`config.mk`:
```
export PLATFORM = sky130hd
export DESIGN_NAME = ram_req_ctrl
export DESIGN_NICKNAME = d
export VERILOG_FILES = /design/src/rtl/ram_ctrl_pkg.sv /design/src/rtl/ram_rsp_fifo.sv /design/src/rtl/ram_req_ctrl.sv
export SDC_FILE = /design/constraint.sdc
export NUM_CORES = 1
export LEC_CHECK = 0
export CAP_MARGIN = 10
export CORE_MARGIN = 4
export CORE_UTILIZATION = 51
export CTS_CLUSTER_DIAMETER = 30
export DETAILED_ROUTE_END_ITERATION = 10
export GPL_TIMING_DRIVEN = 0
export MAX_ROUTING_LAYER = met4
export PLACE_DENSITY = 0.86
export SYNTH_ARGS = -nofsm -noshare
export SYNTH_HDL_FRONTEND = slang
export SYNTH_SLANG_ARGS = --single-unit
```
`constraint.sdc`:
```
create_clock -name clk -period 3.1 [get_ports clk]
set_input_delay 0.62 -clock clk [delete_from_list [all_inputs] [get_ports clk]]
set_output_delay 0.62 -clock clk [all_outputs]
set_load 0.02 [all_outputs]
```
`src/rtl/ram_ctrl_pkg.sv`:
```
// -----------------------------------------------------------------------------
// ram_ctrl_pkg
// Shared types and constants for the RAM request front-end.
//   PKG_*          default sizing for ram_req_ctrl parameters
//   ctrl_state_e   controller state: CLEAR (zero-fill after reset) or RUN
//   addr_t/data_t  address / data words at the default sizing
//   req_t/rsp_t    request / response payloads at the default sizing
//   credit_width() bits needed to count 0..depth response credits
// -----------------------------------------------------------------------------
package ram_ctrl_pkg;

    localparam int PKG_ADDR_W     = 4;
    localparam int PKG_DATA_W     = 8;
    localparam int PKG_RD_LATENCY = 1;
    localparam int PKG_RSP_DEPTH  = 4;

    typedef enum logic [0:0] {
        CLEAR = 1'b0,
        RUN   = 1'b1
    } ctrl_state_e;

    typedef logic [PKG_ADDR_W-1:0] addr_t;
    typedef logic [PKG_DATA_W-1:0] data_t;

    typedef struct packed {
        logic  write;
        addr_t addr;
        data_t wdata;
    } req_t;

    typedef struct packed {
        data_t rdata;
    } rsp_t;

    // The counter must hold the value 'depth' itself, hence depth+1 states.
    function automatic int credit_width(input int depth);
        return $clog2(depth + 1);
    endfunction

endpackage

```
`src/rtl/ram_rsp_fifo.sv`:
```
// -----------------------------------------------------------------------------
// ram_rsp_fifo
// Synchronous FIFO buffering read responses against consumer backpressure.
// Head entry is presented combinationally so it is valid together with !empty.
//   clk, rst        clock, synchronous active-high reset (empties the FIFO)
//   push, push_data write an entry
//   pop,  pop_data  remove head entry / head entry contents
//   full, empty     status flags
//   count           current occupancy (0..DEPTH)
// DEPTH must be a power of two; pointers carry one extra MSB so that
// full (MSBs differ, rest equal) and empty (all equal) are distinguishable.
// -----------------------------------------------------------------------------
module ram_rsp_fifo #(
    parameter int DEPTH = 4,
    parameter int WIDTH = 8
) (
    input  logic                     clk,
    input  logic                     rst,
    input  logic                     push,
    input  logic [WIDTH-1:0]         push_data,
    input  logic                     pop,
    output logic [WIDTH-1:0]         pop_data,
    output logic                     full,
    output logic                     empty,
    output logic [$clog2(DEPTH):0]   count
);

    localparam int AW = $clog2(DEPTH);

    logic [WIDTH-1:0] mem [DEPTH];
    logic [AW:0]      wptr_q, wptr_d;
    logic [AW:0]      rptr_q, rptr_d;

    assign empty    = (wptr_q == rptr_q);
    assign full     = (wptr_q[AW] != rptr_q[AW]) && (wptr_q[AW-1:0] == rptr_q[AW-1:0]);
    assign count    = wptr_q - rptr_q;
    assign pop_data = mem[rptr_q[AW-1:0]];

    always_comb begin
        wptr_d = wptr_q;
        rptr_d = rptr_q;
        if (push) begin
            wptr_d = wptr_q + (AW+1)'(1);
        end
        if (pop) begin
            rptr_d = rptr_q + (AW+1)'(1);
        end
    end

    always_ff @(posedge clk) begin
        if (rst) begin
            wptr_q <= '0;
            rptr_q <= '0;
        end else begin
            wptr_q <= wptr_d;
            rptr_q <= rptr_d;
            // Upstream credit accounting must make these impossible.
            assert (!(push && full));
            assert (!(pop && empty));
        end
    end

    // Storage has no reset so it can map onto plain memory.
    always_ff @(posedge clk) begin
        if (push) begin
            mem[wptr_q[AW-1:0]] <= push_data;
        end
    end

endmodule

```
`src/rtl/ram_req_ctrl.sv`:
```
// -----------------------------------------------------------------------------
// ram_req_ctrl
// Request front-end for a single-port synchronous RAM.
//   clk, rst                 clock, synchronous active-high reset
//   req_valid/req_ready      request handshake; req_write selects write/read,
//   req_addr, req_wdata      request address and write data
//   rsp_valid/rsp_ready      read-response handshake, rsp_rdata in request order
//   wr_enb, rd_enb, addr,    registered RAM drive
//   data_in
//   data_out                 RAM read data, valid RD_LATENCY cycles after rd_enb
//   init_done                high once the post-reset zero-fill has finished
// After reset the RAM is optionally zero-filled (CLEAR) before requests are
// taken (RUN). Reads are admitted only while a response slot is guaranteed:
// credits count reads in flight plus responses buffered, capped at RSP_DEPTH.
// -----------------------------------------------------------------------------
module ram_req_ctrl
    import ram_ctrl_pkg::*;
#(
    parameter int ADDR_W       = PKG_ADDR_W,
    parameter int DATA_W       = PKG_DATA_W,
    parameter int RD_LATENCY   = PKG_RD_LATENCY,
    parameter int RSP_DEPTH    = PKG_RSP_DEPTH,
    parameter bit CLEAR_ON_RST = 1'b1
) (
    input  logic              clk,
    input  logic              rst,
    input  logic              req_valid,
    output logic              req_ready,
    input  logic              req_write,
    input  logic [ADDR_W-1:0] req_addr,
    input  logic [DATA_W-1:0] req_wdata,
    output logic              rsp_valid,
    input  logic              rsp_ready,
    output logic [DATA_W-1:0] rsp_rdata,
    output logic              wr_enb,
    output logic              rd_enb,
    output logic [ADDR_W-1:0] addr,
    output logic [DATA_W-1:0] data_in,
    input  logic [DATA_W-1:0] data_out,
    output logic              init_done
);

    localparam int             CW          = credit_width(RSP_DEPTH);
    localparam logic [CW-1:0]  CREDIT_MAX  = CW'(RSP_DEPTH);
    localparam ctrl_state_e    RESET_STATE = CLEAR_ON_RST ? CLEAR : RUN;

    ctrl_state_e             state_q,     state_d;
    logic [ADDR_W-1:0]       clr_cnt_q,   clr_cnt_d;
    logic [CW-1:0]           credit_q,    credit_d;
    logic                    wr_enb_q,    wr_enb_d;
    logic                    rd_enb_q,    rd_enb_d;
    logic [ADDR_W-1:0]       addr_q,      addr_d;
    logic [DATA_W-1:0]       data_in_q,   data_in_d;
    logic                    init_done_q, init_done_d;
    logic [RD_LATENCY-1:0]   vld_pipe_q,  vld_pipe_d;

    logic                    req_acc;
    logic                    rd_acc;
    logic                    rsp_pop;
    logic                    rsp_push;
    logic                    fifo_full;
    logic                    fifo_empty;
    logic [DATA_W-1:0]       fifo_rdata;
    logic [$clog2(RSP_DEPTH):0] fifo_count;

    // Requests wait for the zero-fill to complete (init_done follows RUN by
    // one cycle), and reads need a free credit. Writes share the same ready
    // so that traffic stays in order on the single RAM port.
    assign req_ready = (state_q == RUN) && init_done_q && (credit_q < CREDIT_MAX);
    assign req_acc   = req_valid && req_ready;
    assign rd_acc    = req_acc && !req_write;
    assign rsp_valid = !fifo_empty;
    assign rsp_pop   = rsp_valid && rsp_ready;

    // Read-valid pipe: stage 0 marks the cycle the RAM samples rd_enb, the
    // last stage marks the cycle data_out holds that read's data.
    assign rsp_push      = vld_pipe_q[RD_LATENCY-1];
    assign vld_pipe_d[0] = rd_enb_q;

    genvar gi;
    generate
        for (gi = 1; gi < RD_LATENCY; gi++) begin : g_vld_pipe
            assign vld_pipe_d[gi] = vld_pipe_q[gi-1];
        end
    endgenerate

    always_comb begin
        state_d     = state_q;
        clr_cnt_d   = clr_cnt_q;
        wr_enb_d    = 1'b0;
        rd_enb_d    = 1'b0;
        addr_d      = addr_q;       // address and data hold when idle
        data_in_d   = data_in_q;
        init_done_d = init_done_q;

        unique case (state_q)
            CLEAR: begin
                wr_enb_d  = 1'b1;
                data_in_d = '0;
                addr_d    = clr_cnt_q;
                clr_cnt_d = clr_cnt_q + ADDR_W'(1);
                if (clr_cnt_q == '1) begin
                    state_d = RUN;
                end
            end
            RUN: begin
                init_done_d = 1'b1;
                if (req_acc) begin
                    addr_d = req_addr;
                    if (req_write) begin
                        wr_enb_d  = 1'b1;
                        data_in_d = req_wdata;
                    end else begin
                        rd_enb_d  = 1'b1;
                    end
                end
            end
            default: state_d = RESET_STATE;
        endcase

        // A read admitted and a response retired in the same cycle cancel out.
        credit_d = credit_q;
        if (rd_acc && !rsp_pop) begin
            credit_d = credit_q + CW'(1);
        end else if (!rd_acc && rsp_pop) begin
            credit_d = credit_q - CW'(1);
        end
    end

    always_ff @(posedge clk) begin
        if (rst) begin
            state_q     <= RESET_STATE;
            clr_cnt_q   <= '0;
            credit_q    <= '0;
            wr_enb_q    <= 1'b0;
            rd_enb_q    <= 1'b0;
            addr_q      <= '0;
            data_in_q   <= '0;
            init_done_q <= 1'b0;
            vld_pipe_q  <= '0;
        end else begin
            state_q     <= state_d;
            clr_cnt_q   <= clr_cnt_d;
            credit_q    <= credit_d;
            wr_enb_q    <= wr_enb_d;
            rd_enb_q    <= rd_enb_d;
            addr_q      <= addr_d;
            data_in_q   <= data_in_d;
            init_done_q <= init_done_d;
            vld_pipe_q  <= vld_pipe_d;
            assert (!(wr_enb_q && rd_enb_q));
            assert (credit_q <= CREDIT_MAX);
            assert (CW'(fifo_count) <= credit_q);
            assert (!(rsp_push && fifo_full && !rsp_pop));
        end
    end

    ram_rsp_fifo #(
        .DEPTH (RSP_DEPTH),
        .WIDTH (DATA_W)
    ) u_rsp_fifo (
        .clk       (clk),
        .rst       (rst),
        .push      (rsp_push),
        .push_data (data_out),
        .pop       (rsp_pop),
        .pop_data  (fifo_rdata),
        .full      (fifo_full),
        .empty     (fifo_empty),
        .count     (fifo_count)
    );

    assign wr_enb    = wr_enb_q;
    assign rd_enb    = rd_enb_q;
    assign addr      = addr_q;
    assign data_in   = data_in_q;
    assign init_done = init_done_q;
    assign rsp_rdata = fifo_rdata;

endmodule

```
# After elaboration in Yosys (flattened, before gate mapping)
# Memory sizes are Yosys's and may differ from the RTL's. A register that Yosys moved wholly into a read port is not among the register bits.
# Index checks and enable logic that the tools add are counted.
# Widths: inputs -> output; s select.
[totals] memories=1 wordCells=55 ramBits=32 reg_bits=30 in_bits=25
[mem_list] memory="u_rsp_fifo.mem" depth=4 width=8 rd=1 rd_clocked_by_memory_dff=1 wr=1 line_no="ram_rsp_fifo.sv:30" source="logic [WIDTH-1:0] mem [DEPTH];"
[classes] n_lt_le_gt_ge=1 eq_ne=4 reduce_logical=14 mux=17 n_addsub=5 n_bitwise=2
[ops] cell="$mux 8" count=2
[ops] cell="$pmux 8 s2" count=1
[ops] cell="$add 3x1->3 const B" count=3
[ops] cell="$pmux 4 s2" count=1
[ops] cell="$logic_and 1x1->1" count=7
[ops] cell="$mux 1" count=7
[ops] cell="$mux 3" count=2
[ops] cell="$add 4x1->4 const B" count=1
[ops] cell="$eq 4x4->1 const B" count=1
[ops] cell="$logic_not 1->1" count=4
[ops] cell="$mux 2" count=2
[ops] cell="$mux 4" count=1
[ops] cell="$eq 3x3->1" count=1
[ops] cell="$lt 3x3->1 const B" count=1
[ops] cell="$reduce_or 3->1" count=1
[ops] cell="$sub 3x1->3 const B" count=1
[ops] cell="$ne 2x1->1 const B" count=1
[ops] cell="$ne 2x2->1 const B" count=1
[ops] cell="$not 1->1" count=2
[ops] cell="$pmux 1 s2" count=1
[ops] cell="$reduce_and 2->1" count=1
[ops] cell="$reduce_bool 2->1" count=1

# Logic depth before layout (Yosys ltp)
[depth] depth_word=8 mapped_depth=9 ltp_nobuf=9

# By module
# Synthesis repeated with hierarchy kept, for this count alone.
[unflattened] hier_cells=196 area_unflattened_um2=2583.7
[modules_own_cells] module="ram_rsp_fifo" area_per_inst_um2=1606.5 n_inst=1 seq_area_each_um2=1121.1 cells_each=88
[modules_own_cells] module="ram_req_ctrl" area_per_inst_um2=977.2 n_inst=1 seq_area_each_um2=480.5 cells_each=108

# Worst setup path before layout
# No wires, ideal clock.
[synth_timing] kind="register to register" start="register u_rsp_fifo.wptr_q[0]" end="register credit_q[2]" stages_incl_launch_ff=10 t_arrival_ns=2.308 n_path_buf=0 path_slack_ns=0.723 synth_period_minus_slack_ns=2.377 path_cell_list="dfxtp_1 -> xor2_1 -> or3_1 -> nand2_1 -> ha_1 -> inv_1 -> fa_1 -> xor2_1 -> or3_1 -> a21oi_1"
[synth_via] elab_chain_len=6
[synth_lines] item="start, declared" line_no="ram_rsp_fifo.sv:31" source="logic [AW:0] wptr_q, wptr_d;"
[synth_lines] item="start signal, assigned" line_no="ram_rsp_fifo.sv:55" source="wptr_q <= wptr_d;"
[synth_lines] item="$eq 3x3->1 *" line_no="ram_rsp_fifo.sv:34" source="assign empty = (wptr_q == rptr_q);"
[synth_lines] item="$logic_not 1->1 *" line_no="ram_req_ctrl.sv:72" source="assign rsp_valid = !fifo_empty;"
[synth_lines] item="net rsp_valid" line_no="ram_req_ctrl.sv:32" source="output logic rsp_valid,"
[synth_lines] item="$logic_and 1x1->1 *" line_no="ram_req_ctrl.sv:73" source="assign rsp_pop = rsp_valid && rsp_ready;"
[synth_lines] item="$logic_not 1->1" line_no="ram_req_ctrl.sv:123" source="if (rd_acc && !rsp_pop) begin"
[synth_lines] item="$logic_and 1x1->1" line_no="ram_req_ctrl.sv:123"
[synth_lines] item="$mux 3 / $reduce_bool 2->1 (equally long branches)"
[synth_lines] item="end signal, assigned" line_no="ram_req_ctrl.sv:144" source="credit_q <= credit_d;"
[synth_lines] item="end, declared" line_no="ram_req_ctrl.sv:49" source="logic [CW-1:0] credit_q, credit_d;"
# The timed path passes the listed nets; every way through them passes the cells marked *.
# A chain may end at the register's enable or synchronous reset.

==> flow_summary.yaml <==
synthesis:
  synth.yosys.warnings: 0
  cell_area_after_technology_mapping_sq_um: 2590
  netlist.area_leader.share_pct: 37.1
  synth.largest_area_cell: "sky130_fd_sc_hd__edfxtp_1"
  synth_seq_area_share_pct: 61.8
  synth_top_cells_by_area: "sky130_fd_sc_hd__edfxtp_1 37%, sky130_fd_sc_hd__dfxtp_1 25%, sky130_fd_sc_hd__mux4_2 7.0%"
  most_instantiated_flip_flop_cell_in_the_synthesis_netlist: "sky130_fd_sc_hd__edfxtp_1"
  asyncSetResetFlopFracSynth_pct: 0
  synth_enable_flop_cells: 32
  netlist_instances: 200
  synth_nets: 233
  ys_types: 34
  synth_area_per_cell_sq_um: 13.0
  synth_seq_cells: 64
layout:
  diodes: 0
  final_cell_mix: "48 x sky130_fd_sc_hd__clkdlybuf4s50_1, 32 x sky130_fd_sc_hd__dfxtp_1, 32 x sky130_fd_sc_hd__edfxtp_1"
  most_common_cell_after_layout_fill_and_taps_aside: "sky130_fd_sc_hd__clkdlybuf4s50_1"
  post_route_cells_drive_above_1_share_pct: 12.1
  syn2layout_area_growth_pct: 29.0
  final_nets: 292
power_and_ir_drop:
  swShare_pct: 24.6
  p_leak_nw: 1.17
  cellInternalPower_mw: 1.41
  p_per_area_nw_per_um2: 558
  seq_power_share_pct: 49.7
  vdd_ir_drop_max_mv: 0.400
  share_of_power_burned_in_the_clock_network_pct: 37.0
  share_comb_of_total_power_pct: 13.3
  p_sw_uw: 459
sta:
  drv_slew: 0
  timing.final.ws_setup_ns: 0.464
  rsz0062_at_grt: "false"
  fin_skew_ns: 0.00861
  finalSetupTns_ns: 0
  hold_violations: 0
  finalHoldWorstSlack_ns: 0.479
  maxClockFrequency_mhz: 379
  slew_of_the_pin_with_the_lowest_slew_margin_ns: 0.565
  period_needed_ns: 2.64
  final-setup-viol-count: 0
  max-slew-margin-rel_pct: 62.4
  fin_crit_sh_pct: 85.0
cts:
  post_cts.resized_instances: 0
  clk_pin_slew_ns: 0.07
  number_of_buffers_added_for_setup_after_cts: 0
  cts_inserted_buffers: 9
  numClockSinks: 64
  htree_num_levels: 3
  root_buffer: "sky130_fd_sc_hd__clkbuf_8"
  max-clock-path-buffers: 2
  postCtsHoldBufs: 0
  cts_tree: "yes"
  clk-insertion-delay-late_ns: 0.34
critical_path:
  cp-end-kind: "output port"
  critPathArrivalTime_ns: 2.02
  timing.rr.end: "credit_q[2]"
  crit_path_top_delay_cell: "sky130_fd_sc_hd__mux4_2"
  ff2ff_setup_slack_ns: 0.66
  crit_path_cell_trace: "buf_2 -> mux4_2 -> clkdlybuf4s50_1"
  reg2regPathDepth: 9
  worst_r2r_startpoint: "u_rsp_fifo.wptr_q[0]"
  cp-start-kind: "flip-flop"
  criticalPathCategory: "flip-flop to output port"
  worst_path_largest_cell_delay_ns: 0.55
  crit_fanout: 8
  worst_ep_required_time_ns: 2.48
global_routing:
  grt_start_max_net_pins: 12
  first_global_vias: 1845
  antenna_found_initial: 0
  wire_length_of_the_first_global_routing_pass_mm: 8.78
  global_route.overflow_total: 0
  gr-usage-all-layers_pct: 19.4
hold_path:
  timing.hold.worst_path_depth: 1
  hold_start: "rd_enb"
  min_to: "rsp_push"
  hold_class: "flip-flop to flip-flop"
place:
  place.gp.congestion: 0.725
  buffer_ports.inserted: 48
  dpl_worst_slack_ns: 0.224
  dp.final_hpwl_mm: 3.63
routing:
  post_drt_wl_per_cell_um: 16.3
  antenna_violating_nets_post_route: 0
  routed_via_density: 5.36
  route.vias.total: 1773
  drtPass1Iterations: 4
  drc: 0
  drt_first_iter_violations: 96
  detail_route.wirelength_mm: 5.39
die:
  num_io_pins: 50
  fp.dieArea_sq_um: 6290
  standard_cell_rows: 25
  floorplan.die.width_um: 79.3
  coreArea_sq_um: 4820
  start_util_pct: 53.8
  die_height_um: 79.3
flow_run:
  cap_violations: 0
run_status:
  run_status: "completed"
-- per-layer routing --
layer	share of wire, %	global-route usage, %	wire, um	vias to the layer above
met4	1.7	7.04	89	0
met1	43	22.4	2290	857
met2	51	31.1	2720	54
li1	-	-	-	853
met3	5.2	7.48	281	9
met5	0	-	0	-
-- logic make-up after synthesis --
group                      synth area share (%)
muxes                                      8.50
adders and majority gates                  4.15
DFF                                        61.8
buffers and inverters                      2.46
AOI/OAI and AO/OA                          5.94
and+or+nand+nor                            13.8
xor gates and xnor gates                   3.38
-- worst max path at each step --
stage                          from      endpoint  slack (ns)  cells after the start
3_5_place_dp              req_valid   credit_q[2]        0.22                      9
3_3_place_gp              req_valid   credit_q[2]        0.29                      9
5_1_grt        u_rsp_fifo.wptr_q[0]     rsp_valid        0.31                      3
2_1_floorplan  u_rsp_fifo.wptr_q[0]   credit_q[2]        0.72                      9
4_1_cts                   flip-flop  rsp_rdata[7]        0.42                      3
6_report                  flip-flop  rsp_rdata[7]        0.46                      3
-- stage by stage --
step / util [%] / total power [mW] / std cells / cell area (sq um)
3_3_place_gp: 65.5 / 1.19 / 315 / 3160
5_1_grt: 69.4 / 1.94 / 331 / 3340
4_1_cts: 69.4 / 1.87 / 331 / 3340
6_report: 69.4 / 1.86 / 331 / 3340
2_1_floorplan: - / 1.09 / 200 / 2590
3_5_place_dp: 65.5 / 1.20 / 315 / 3160
-- flip-flops by register name (all words and copies together), names as in the netlist, 3 cells and up, named ones only --
signal	count
clr_cnt_q	4
credit_q	3
u_rsp_fifo.mem	32
data_in	8
u_rsp_fifo.rptr_q	3
addr	4
u_rsp_fifo.wptr_q	3
-- cell usage after synthesis (4+ instances only) --
cell,number
sky130_fd_sc_hd__buf_2,6
sky130_fd_sc_hd__inv_1,5
sky130_fd_sc_hd__dfxtp_1,32
sky130_fd_sc_hd__edfxtp_1,32
sky130_fd_sc_hd__nand3_1,20
sky130_fd_sc_hd__mux4_2,8
sky130_fd_sc_hd__nor2b_1,5
sky130_fd_sc_hd__and2_1,4
sky130_fd_sc_hd__ha_1,7
sky130_fd_sc_hd__a21oi_1,16
sky130_fd_sc_hd__xor2_1,7
sky130_fd_sc_hd__or3_1,4
sky130_fd_sc_hd__nand2_1,5
sky130_fd_sc_hd__mux2i_1,4
sky130_fd_sc_hd__nor2_1,14
-- layout make-up --
type,instances,area (sq um)
sequential,64,1600
fill,347,1480
multi-input combinational,121,926
timing repair buffer,48,480
clock buffer,9,124
tap,67,83.8
clock inverter,7,62.6
buffer,10,45.0
inverter,5,18.8
-- critical path: cells and delay by family, from the launching register on --
family                 cells  cell delay, ns
buffers and inverters      2            0.82
DFF                        1            0.30
muxes                      1            0.55
-- power groups by stage --
stage	sequential, mW	combinational, mW	clock (mW)
2_1_floorplan	0.945	0.145	0
3_3_place_gp	0.944	0.243	0
3_5_place_dp	0.945	0.250	0
4_1_cts	0.927	0.251	0.694
5_1_grt	0.930	0.269	0.744
6_report	0.927	0.248	0.691
Power figures use the tool's default switching activity.
